## src/rtl/if_pkg.sv

```systemverilog
// Shared defaults and the fetch-queue entry type for the instruction-fetch stage.
package if_pkg;

  localparam int IF_ADDR_W  = 32;
  localparam int IF_DATA_W  = 32;
  localparam int IF_PC_STEP = 4;
  localparam logic [IF_ADDR_W-1:0] IF_RESET_PC = '0;

  // One queued fetch result: the PC it was fetched from and the instruction word.
  typedef struct packed {
    logic [IF_ADDR_W-1:0] pc;
    logic [IF_DATA_W-1:0] instr;
  } fetch_entry_t;

endpackage

```

## src/rtl/if_fifo.sv

```systemverilog
// Synchronous FIFO for the prefetch queue: push/pop/flush, occupancy count,
// combinational head read. Flush and reset empty the queue in one cycle.
module if_fifo #(
  parameter int WIDTH = 64,
  parameter int DEPTH = 4,
  localparam int PTR_W = $clog2(DEPTH),
  localparam int CNT_W = PTR_W + 1
) (
  input  logic             clk,
  input  logic             rst,
  input  logic             i_push,
  input  logic [WIDTH-1:0] i_push_data,
  input  logic             i_pop,
  input  logic             i_flush,
  output logic [WIDTH-1:0] o_head_data,
  output logic             o_empty,
  output logic [CNT_W-1:0] o_count
);

  logic [WIDTH-1:0] r_mem [DEPTH];
  logic [PTR_W-1:0] r_wr_ptr;
  logic [PTR_W-1:0] r_rd_ptr;
  logic [CNT_W-1:0] r_count;

  // Pointer and occupancy update; reset and flush both drop every entry.
  always_ff @(posedge clk) begin
    if (!rst || i_flush) begin
      r_wr_ptr <= '0;
      r_rd_ptr <= '0;
      r_count  <= '0;
    end else begin
      if (i_push) r_wr_ptr <= r_wr_ptr + PTR_W'(1);
      if (i_pop)  r_rd_ptr <= r_rd_ptr + PTR_W'(1);
      case ({i_push, i_pop})
        2'b10:   r_count <= r_count + CNT_W'(1);
        2'b01:   r_count <= r_count - CNT_W'(1);
        default: r_count <= r_count;
      endcase
    end
  end

  // Storage write; stale contents after a flush are unreachable, so no reset.
  always_ff @(posedge clk) begin
    if (i_push) r_mem[r_wr_ptr] <= i_push_data;
  end

  assign o_head_data = r_mem[r_rd_ptr];
  assign o_empty     = (r_count == '0);
  assign o_count     = r_count;

endmodule

```

## src/rtl/if_prefetch_stage.sv

```systemverilog
// Instruction-fetch stage with a prefetch queue and valid/ready handoff to ID.
// One read per cycle to a 1-cycle-latency memory; issue is throttled by a
// credit check (queued + in flight - leaving < DEPTH) so a response always
// has a slot. A taken branch flushes the queue and drops the response that
// lands in the same cycle, which is the only one that can still be in flight.
module if_prefetch_stage
  import if_pkg::*;
#(
  parameter int ADDR_W = IF_ADDR_W,
  parameter int DATA_W = IF_DATA_W,
  parameter int DEPTH = 4,
  parameter int PC_STEP = IF_PC_STEP,
  parameter logic [ADDR_W-1:0] RESET_PC = ADDR_W'(IF_RESET_PC),
  localparam int CNT_W = $clog2(DEPTH) + 1
) (
  input  logic              clk,
  input  logic              rst,
  input  logic              branch_taken,
  input  logic [ADDR_W-1:0] branch_address,
  output logic              imem_req,
  output logic [ADDR_W-1:0] imem_addr,
  input  logic [DATA_W-1:0] imem_rdata,
  output logic              out_valid,
  input  logic              out_ready,
  output logic [ADDR_W-1:0] out_pc,
  output logic [ADDR_W-1:0] out_pc_next,
  output logic [DATA_W-1:0] out_instr,
  output logic [CNT_W-1:0]  queue_count
);

  typedef struct packed {
    logic [ADDR_W-1:0] pc;
    logic [DATA_W-1:0] instr;
  } entry_t;

  localparam logic [ADDR_W-1:0] STEP       = ADDR_W'(PC_STEP);
  localparam logic [ADDR_W-1:0] ALIGN_MASK = ~(ADDR_W'(PC_STEP - 1));

  logic [ADDR_W-1:0] r_fetch_pc;
  logic [ADDR_W-1:0] r_req_pc;
  logic              r_inflight;

  entry_t            w_head;
  entry_t            w_push_entry;
  logic              w_empty;
  logic [CNT_W-1:0]  w_count;
  logic              w_push;
  logic              w_pop;
  logic              w_issue;
  logic [CNT_W:0]    w_occupancy;

  // A branch cycle hides the head so ID cannot take an instruction being flushed.
  assign out_valid    = !w_empty && !branch_taken;
  assign w_pop        = out_valid && out_ready;
  assign w_push       = r_inflight && !branch_taken;
  assign w_push_entry = '{pc: r_req_pc, instr: imem_rdata};

  // Pop never exceeds the queued count, so this cannot underflow.
  assign w_occupancy = {1'b0, w_count} + {{CNT_W{1'b0}}, r_inflight}
                     - {{CNT_W{1'b0}}, w_pop};
  assign w_issue     = rst && !branch_taken && (w_occupancy < (CNT_W+1)'(DEPTH));

  assign imem_req    = w_issue;
  assign imem_addr   = r_fetch_pc;
  assign out_pc      = w_head.pc;
  assign out_pc_next = w_head.pc + STEP;
  assign out_instr   = w_head.instr;
  assign queue_count = w_count;

  // Fetch PC, in-flight tag and the PC belonging to the outstanding read.
  always_ff @(posedge clk) begin
    if (!rst) begin
      r_fetch_pc <= RESET_PC;
      r_req_pc   <= '0;
      r_inflight <= 1'b0;
    end else begin
      r_inflight <= w_issue;
      if (branch_taken) begin
        r_fetch_pc <= branch_address & ALIGN_MASK;
      end else if (w_issue) begin
        r_fetch_pc <= r_fetch_pc + STEP;
        r_req_pc   <= r_fetch_pc;
      end
    end
  end

  if_fifo #(
    .WIDTH($bits(entry_t)),
    .DEPTH(DEPTH)
  ) u_fifo (
    .clk        (clk),
    .rst        (rst),
    .i_push     (w_push),
    .i_push_data(w_push_entry),
    .i_pop      (w_pop),
    .i_flush    (branch_taken),
    .o_head_data(w_head),
    .o_empty    (w_empty),
    .o_count    (w_count)
  );

endmodule

```

## config.mk

```make
export PLATFORM = sky130hd
export DESIGN_NAME = if_prefetch_stage
export DESIGN_NICKNAME = d
export VERILOG_FILES = /design/src/rtl/if_pkg.sv /design/src/rtl/if_fifo.sv /design/src/rtl/if_prefetch_stage.sv
export SDC_FILE = /design/constraint.sdc
export NUM_CORES = 1
export LEC_CHECK = 0
export CORE_MARGIN = 2
export CORE_UTILIZATION = 50
export CTS_CLUSTER_DIAMETER = 120
export DETAILED_ROUTE_END_ITERATION = 8
export GPL_TIMING_DRIVEN = 1
export PLACE_DENSITY = 0.83
export SYNTH_ARGS = -nofsm -noshare
export SYNTH_HDL_FRONTEND = slang
export SYNTH_SLANG_ARGS = --single-unit
```

## constraint.sdc

```tcl
create_clock -name clk -period 10.96 [get_ports clk]
set_clock_uncertainty 0.15 [all_clocks]
set_input_delay 2.192 -clock clk [delete_from_list [all_inputs] [get_ports clk]]
set_output_delay 2.192 -clock clk [all_outputs]
set_load 0.01 [all_outputs]
```

Yosys cells after proc, flatten, opt, wreduce, memory -nomap -nowiden
Memories as Yosys holds them, arrays and structs flattened. A register that Yosys moved wholly into a read port is not among the register bits. Index checks and enable logic that the tools add are counted.

Flip-flop bits (word level): 72. Memories kept: 1. Bits of input ports: 68. Memory bits (writable): 256. Output and inout port bits: 133.

Reductions and logical operators: 14. Add/subtract/negate cells: 8. Mux-type cells: 7. Equality and inequality tests: 2. Bitwise operators: 2. Order comparisons: 1.

Memories: u_fifo.r_mem (depth 4, bits a word 64, rd ports 1, clocked after memory_dff 1, write ports 1, RTL line if_fifo.sv:20) `logic [WIDTH-1:0] r_mem [DEPTH];`.

Operators by type and width (count): $add A32 B3 Y32 const B (2); $mux W32 (2); $pmux W3 S2 (1); $logic_and A1 B1 Y1 (5); $add A2 B1 Y2 const B (2); $add A3 B1 Y4 (1); $lt A4 B3 Y1 const B (1); $mux W2 (2); $reduce_bool A2 Y1 (2); $sub A4 B1 Y4 (1); $add A3 B1 Y3 const B (1); $logic_not A1 Y1 (3); $logic_not A3 Y1 (1); $sub A3 B1 Y3 const B (1); $eq A2 B1 Y1 const B (1); $eq A2 B2 Y1 const B (1); $mux W1 (2); $not A1 Y1 (2); $reduce_and A2 Y1 (1); $reduce_or A2 Y1 (1); $logic_or A1 B1 Y1 (1).

Depth between registers and ports, before layout
Gate-level depths: netlist (run 1).

Depth in word-level cells: 9. Gate-level depth with buffers: 13. Depth with buffers taken out: 12.

Cells and area by module
A second synthesis (run 1) with hierarchy kept.

Cells, all modules: 829. Area total of the unflattened synthesis: 13172.6 um2.

Modules (own cells, without submodules): if_fifo (area an instance 9744.3 um2, sequential area each 7867.5 um2, cells an instance 381, times used 1); if_prefetch_stage (area an instance 3428.3 um2, sequential area each 1221.2 um2, cells an instance 448, times used 1).

Worst setup path after synthesis (run 1)
OpenSTA, ideal clock, no wires.

Kind: input -> output. From: input branch_taken. To: output imem_req. Path slack: 4.155 ns. Buffers on the path: 1. Arrival: 4.463 ns. Cell stages on the path: 10. Cell sequence: a31oi_1 and2_1 ha_1 inv_1 ha_1 and3b_1 o41ai_1 o311ai_0 inv_2 clkbuf_1.

Longest elaborated chain between the ends: 6.

Ends and longest elaborated chain: from (decl) (RTL line if_prefetch_stage.sv:18) `input logic branch_taken,`; $logic_not A1 Y1 (RTL line if_prefetch_stage.sv:53) `assign out_valid = !w_empty && !branch_taken;`; $logic_and A1 B1 Y1 (RTL line if_prefetch_stage.sv:53); $logic_and A1 B1 Y1 (RTL line if_prefetch_stage.sv:54) `assign w_pop = out_valid && out_ready;`; net u_fifo.i_pop (RTL line if_fifo.sv:13) `input logic i_pop,`; $sub A4 B1 Y4 (RTL line if_prefetch_stage.sv:60) `- {{CNT_W{1'b0}}, w_pop};`; $lt A4 B3 Y1 (RTL line if_prefetch_stage.sv:61) `assign w_issue = rst && !branch_taken && (w_occupancy < (CNT_W+1)'(DEPTH));`; $logic_and A1 B1 Y1 (RTL line if_prefetch_stage.sv:61); to (decl) (RTL line if_prefetch_stage.sv:20) `output logic imem_req,`.

The timed path passes the listed nets, and every way through them passes these cells.

Worst setup path after layout (run 1)
Same ends and word-level chain as after synthesis.

==> flow_summary.json, run 1 <==
{
  "async_reset_ff_share_pct": 0,
  "yosysTopAreaCell": "edfxtp_1",
  "routed_wl_um": 25870,
  "drive_above_1_share_pct": 12.78,
  "io_pins": 201,
  "syn_area_sq_um": 12830,
  "synth_edf_count": 248,
  "rr_endpoint": "r_req_pc[22]",
  "wl_met3_um": 2042,
  "cts.clk_slew.worst_paths_ps": 50,
  "grt_setup_unrepaired": "no",
  "fmax_mhz": 121.1,
  "r2r_cells": 13,
  "antenna_found_initial": 0,
  "path_class": "in -> out",
  "cts_tree": "yes",
  "worstPathRequired_ps": 8620,
  "ys_top_cells_by_area": "edfxtp_1 58%, dfxtp_1 11%, mux4_2 9.8%",
  "synthFlopType": "edfxtp_1",
  "fin_nets": 1096,
  "cp.arrival_ps": 5920,
  "slowest_stage": "clkdlybuf4s50_1",
  "ys_types": 46,
  "drtIter0Drc": 539,
  "design.die.area_sq_um": 26960,
  "hold_buffers": 0,
  "clk_latency_ps": 500,
  "cts_max_level": 2,
  "cp-end-kind": "output pin",
  "fillers": 1750,
  "postCtsSetupBuffers": 0,
  "worst-path-buf-inv": 5,
  "hold_class": "reg -> reg",
  "crit_path_cell_trace": "clkdlybuf4s50_1 -> a31oi_1 -> and2_1 -> ha_1 -> inv_1 -> ha_1 -> and3b_1 -> o41ai_1 -> o311ai_2 -> buf_4 -> inv_2 -> clkdlybuf4s50_1",
  "start_kind": "input pin",
  "gp_congestion": 0.8252,
  "wl_per_cell_um": 18.87,
  "num_rows": 58,
  "die_h_um": 164.2,
  "drcViolationCount": 0,
  "max-vdd-ir-drop_v": 0.0001149,
  "place.detailed.hpwl_um": 16450,
  "clock-root-buffer": "clkbuf_16",
  "core_area_sq_um": 25180,
  "r2r-start": "u_fifo.o_count[2]",
  "path_delay_family": "buffers and inverters",
  "dr_wl_met2_um": 12590,
  "hold_violations": 0,
  "dr.max_layer_used": "met4",
  "vias": 7422,
  "cts_buffer_depth": 3,
  "r2r_slack_ps": 7200,
  "synth.yosys.seq_area_share_pct": 68.96,
  "antennaDiodeCount": 0,
  "syn_avg_cell_area_sq_um": 15.71,
  "ys_warn_count": 0,
  "fin_crit_ps": 8257,
  "port_buffers": 192,
  "m1WireLength_um": 10820,
  "min_delay_worst_endpoint": "r_req_pc[31]",
  "clock_sinks": 318,
  "drt-pass1-iter-count": 5,
  "syn_inst": 817,
  "via_per_inst": 5.414,
  "fp.dieW_um": 164.2,
  "ys_ff_latch": 318,
  "area_growth_syn_to_layout_pct": 25.99,
  "finalMaxSlewViolations": 0,
  "hold_depth": 2,
  "final.period_utilization_pct": 75.34,
  "postRouteAntennaNets": 0,
  "worst_pin_slew_ps": 942.1,
  "slew_headroom_pct": 37.19,
  "cp_num_cells": 12,
  "grt_start_max_net_pins": 65,
  "overflow": 0,
  "finalHoldWorstSlack_ps": 354.7,
  "maxCapViolations": 0,
  "finalSetupViolations": 0,
  "grt_pass1_wl_um": 40390,
  "first_global_vias": 7502,
  "status": "finished, final reports clean",
  "max_stage_delay_ps": 660,
  "powerDensity_nw_per_um2": 160.2,
  "start_util_pct": 50.95,
  "holdCritStartpoint": "imem_addr[31]",
  "crit_path_max_fanout": 39,
  "grt_usage_pct": 19.37,
  "leakage_nw": 5.364,
  "cts_resized": 0,
  "numCtsBuffers": 34,
  "fin_tns_setup_ps": 0,
  "synth_top_area_share_pct": 58.04,
  "power_mw": 2.590
}
## worst max-delay path by stage
stage            startpoint        to  slack, ps
6_report       branch_taken  imem_req       2700
5_1_grt        branch_taken  imem_req       2390
4_1_cts        branch_taken  imem_req       2700
3_5_place_dp   branch_taken  imem_req       2730
3_3_place_gp   branch_taken  imem_req       2800
2_1_floorplan  branch_taken  imem_req       4160
## area by class of cell
class | count | area (sq um) | area share [%]
multi-input cells | 437 | 3696 | 22.86
flip-flops and latches | 318 | 8853 | 54.77
inverters | 24 | 90.09 | 0.5573
clock inverters | 19 | 217.7 | 1.347
repair buffers | 202 | 1997 | 12.35
well taps | 330 | 412.9 | 2.554
clock buffers | 41 | 898.4 | 5.557
## kinds of logic after synthesis
family	synth area share, %
muxes	11.29
and+or+nand+nor	7.294
adders and majority gates	1.131
buffers and inverters	2.516
xor gates and xnor gates	4.232
AOI/OAI and AO/OA	4.544
DFF	68.96
other	0.02923
## metal layers
metal  global-route usage (%)  vias up
met3                    4.672       30
met1                    25.86     3636
met2                    32.31      269
met4                    4.625        0
li1                         -     3487
met5                        0        -
## sequential cells by signal, summed over array words and instances, names as in the netlist, named ones only
signal and cells:
u_fifo.r_rd_ptr 2, imem_addr 30, r_req_pc 30, u_fifo.o_count 3, u_fifo.r_wr_ptr 2, u_fifo.r_mem 248, r_inflight 1
## worst register-to-register path, stage by stage, from the launching register on
cell	delay [ps]
dfxtp_1	500
inv_1	130
a31oi_1	220
and2_1	250
ha_1	180
inv_1	40
ha_1	250
and3b_1	200
o41ai_1	560
o311ai_2	190
buf_4	290
inv_2	390
nand2_1	150
a21boi_0	190
## where the power goes
part	leakage (nW)	switching, mW	internal, mW
logic	1.83	0.0579	0.0686
clock network	0.538	0.444	0.684
registers	3.00	0.0198	1.32
## metrics by stage
stage	instance area, sq um	cells	utilization [%]	worst slack (ps)
finish	16170	1371	64.20	2703
global route	16170	1371	64.20	2390
CTS	16170	1371	64.20	2703
detailed placement	15050	1311	59.76	2729
global placement	15050	1311	59.76	2795
floorplan	12850	822	-	4155
## synthesized netlist by cell type (all sizes together) (2+ instances only)
master  count
nand4      13
nor3       15
nor4        5
a21boi     27
or3         7
edfxtp    248
clkbuf     26
buf        17
dfxtp      70
and2        8
nor2       31
xor2       20
and3        5
and4        4
a31oi       2
inv        24
nand2b      2
xnor2      42
nand2      79
nor2b       4
nand3      16
o21ai      31
or2         2
mux2i       3
ha         10
a21oi      33
mux4       62
## cell usage in the layout (no fill, tap or decap), types with 3 or more instances in the layout
master	Yosys	routed
buf_4	9	10
dfxtp_1	70	68
and2_1	8	4
clkinvlp_4	0	3
a21oi_1	33	33
nand2_1	79	79
nor2_1	31	31
xnor2_1	42	42
inv_1	22	22
nor3_1	14	14
edfxtp_1	248	248
clkbuf_16	0	35
and2_2	0	4
nand3_1	16	16
o21ai_0	31	31
xor2_1	20	20
a21boi_0	27	27
nor2b_1	4	4
clkbuf_1	26	6
mux4_1	6	6
and4_1	4	4
and3_1	5	5
or3_1	6	6
ha_1	10	10
mux4_2	56	56
inv_6	0	3
clkinv_1	0	3
clkdlybuf4s50_1	0	192
bufinv_16	0	4
nand4_1	12	12
conb_1	1	6
clkinv_2	0	4
nor4_1	5	5
mux2i_1	3	3
Power figures use the tool's default switching activity.
==> inputs of run 2 (changes only) <==
--- a/config.mk
+++ b/config.mk
@@ -6,11 +6,11 @@
 export NUM_CORES = 1
 export LEC_CHECK = 0
 export CORE_MARGIN = 2
-export CORE_UTILIZATION = 50
+export CORE_UTILIZATION = 49
 export CTS_CLUSTER_DIAMETER = 120
 export DETAILED_ROUTE_END_ITERATION = 8
 export GPL_TIMING_DRIVEN = 1
-export PLACE_DENSITY = 0.83
+export PLACE_DENSITY = 0.85
 export SYNTH_ARGS = -nofsm -noshare
 export SYNTH_HDL_FRONTEND = slang
 export SYNTH_SLANG_ARGS = --single-unit
==> constraint.sdc (replaced) <==
create_clock -name clk -period 7.15 [get_ports clk]
set_clock_uncertainty 0.15 [all_clocks]
set_input_delay 1.43 -clock clk [delete_from_list [all_inputs] [get_ports clk]]
set_output_delay 1.43 -clock clk [all_outputs]
set_load 0.01 [all_outputs]
==> run 2 against run 1 <==
Global-route usage fell by 0.064 points. Worst hold slack worse by 3.9 ps. Sequential cell count is the same. Register-to-register slack lost 3800 ps. Non-clock buffer count did not move. Utilization is 1.6 points lower. First-iteration DRC count increased by 13%. Critical endpoint unchanged.
==> flow_summary.json, run 2 (synthesized netlist as in run 1, its figures left out) <==
{
  "min_delay_worst_endpoint": "u_fifo.r_mem[2][42]",
  "cts_max_level": 2,
  "max-vdd-ir-drop_v": 0.0001892,
  "rr_endpoint": "imem_addr[22]",
  "p_seq_share_pct": 50.7,
  "clock_sinks": 318,
  "fin_crit_ps": 6100,
  "via_per_inst": 5.438,
  "cts_buffer_depth": 3,
  "powerDensity_nw_per_um2": 249.1,
  "place.detailed.hpwl_um": 16730,
  "finalSetupViolations": 0,
  "hold_violations": 0,
  "num_rows": 59,
  "port_buffers": 192,
  "antenna_found_initial": 0,
  "p_int_mw": 3.253,
  "dp_slack_ps": 1049,
  "routed_wl_um": 26560,
  "power_frac_comb_pct": 4.8,
  "cts_tree": "yes",
  "grt_setup_unrepaired": "no",
  "max_stage_delay_ps": 560,
  "clock-root-buffer": "clkbuf_16",
  "start_kind": "input pin",
  "first_global_vias": 7762,
  "overflow": 0,
  "swShare_pct": 19.46,
  "placed_cells_incl_taps": 1316,
  "cts.clk_slew.worst_paths_ps": 60,
  "area_growth_syn_to_layout_pct": 26.39,
  "drcViolationCount": 0,
  "clk_latency_ps": 500,
  "path_class": "in -> out",
  "maxCapViolations": 0,
  "p_clk_share_pct": 44.5,
  "drt-pass1-iter-count": 7,
  "worst_slack_ps": 1050,
  "multi_input_area_sq_um": 3697,
  "design.die.area_sq_um": 27500,
  "worstPathRequired_ps": 5570,
  "regArea_sq_um": 8853,
  "largest_register_ffs": 248,
  "antennaDiodeCount": 0,
  "final.period_utilization_pct": 85.31,
  "fmax_mhz": 163.9,
  "gp_congestion": 0.8421,
  "leakage_nw": 5.390,
  "vias": 7488,
  "finalMaxSlewViolations": 0,
  "die_h_um": 165.8,
  "finalHoldWorstSlack_ps": 350.8,
  "r2r-start": "u_fifo.o_count[2]",
  "slowest_stage": "o41ai_1",
  "fin_tns_setup_ps": 0,
  "fillers": 1848,
  "cp.arrival_ps": 4520,
  "postCtsSetupBuffers": 0,
  "hold_depth": 0,
  "wl_per_cell_um": 19.29,
  "crit_path_cell_trace": "clkdlybuf4s50_1 -> a31oi_1 -> and2_1 -> ha_1 -> inv_1 -> ha_1 -> and3b_1 -> o41ai_1 -> o311ai_2 -> inv_2 -> clkdlybuf4s50_1",
  "r2r_cells": 13,
  "grt_usage_pct": 19.31,
  "grt_start_max_net_pins": 63,
  "cp-end-kind": "output pin",
  "drive_above_1_share_pct": 12.67,
  "start_util_pct": 49.52,
  "numCtsBuffers": 34,
  "fin_nets": 1096,
  "stdcell_count": 1377,
  "core_area_sq_um": 25910,
  "fp.dieW_um": 165.8,
  "holdCritStartpoint": "r_req_pc[10]",
  "slew_headroom_pct": 33.86,
  "crit_path_max_fanout": 6,
  "postLayoutCoreUtil_pct": 62.59,
  "io_pins": 201,
  "worst_pin_slew_ps": 992.1,
  "final_common_cell": "edfxtp_1",
  "status": "finished, final reports clean",
  "largest-register": "u_fifo.r_mem",
  "r2r_slack_ps": 3430,
  "drtIter0Drc": 609,
  "p_sw_mw": 0.7860,
  "hold_buffers": 0,
  "grt_pass1_wl_um": 42060,
  "postRouteAntennaNets": 0,
  "cts_resized": 0,
  "hold_class": "reg -> reg",
  "mostFrequentLayoutCells": "248 x edfxtp_1, 192 x clkdlybuf4s50_1, 79 x nand2_1, 68 x dfxtp_1, 56 x mux4_2"
}
[run 2: layout make-up]
type                       count  share of cell area (%)
timing repair buffer         202                   12.31
multi-input combinational    437                   22.80
tap                          335                   2.585
sequential                   318                   54.59
clock inverter                15                   1.420
inverter                      24                  0.5555
clock buffer                  46                   5.733
[run 2: per-layer routing]
metal  global-route usage (%)  up-vias  part of all wire [%]
met1                    25.53     3662                    42
li1                         -     3486                     -
met2                    32.85      291                    49
met4                    5.558        0                   2.4
met5                        0        -                     0
met3                    3.718       49                   7.0
[run 2: through the flow]
stage	total power, mW	instance area, sq um
CTS	4.078	16220
global route	4.165	16220
floorplan	2.163	12850
detailed placement	2.280	15060
global placement	2.274	15060
finish	4.039	16220
[run 2: worst max-delay path by stage]
stage,from,endpoint,slack (ps),depth (start not counted)
final,branch_taken,imem_req,1050,11
after global routing,branch_taken,imem_req,780,11
after CTS,branch_taken,imem_req,1050,11
after detailed placement,branch_taken,imem_req,1050,11
after global placement,branch_taken,imem_req,1140,11
after floorplan,branch_taken,imem_req,1870,10
[run 2: worst max-delay path: cells and delay by family]
family	cells	cell delay, ps
buffers and inverters	4	1180
AND/OR/NAND/NOR	2	440
AO/OA/AOI/OAI	3	1020
adder cells (fa/ha/maj)	2	450
[run 2: power groups by stage]
| stage | sequential (mW) | clock, mW | combinational, mW |
|---|---|---|---|
| detailed placement | 2.09 | 0 | 0.194 |
| global placement | 2.08 | 0 | 0.190 |
| finish | 2.05 | 1.80 | 0.194 |
| global route | 2.05 | 1.90 | 0.211 |
| CTS | 2.05 | 1.83 | 0.196 |
| floorplan | 2.08 | 0 | 0.0800 |
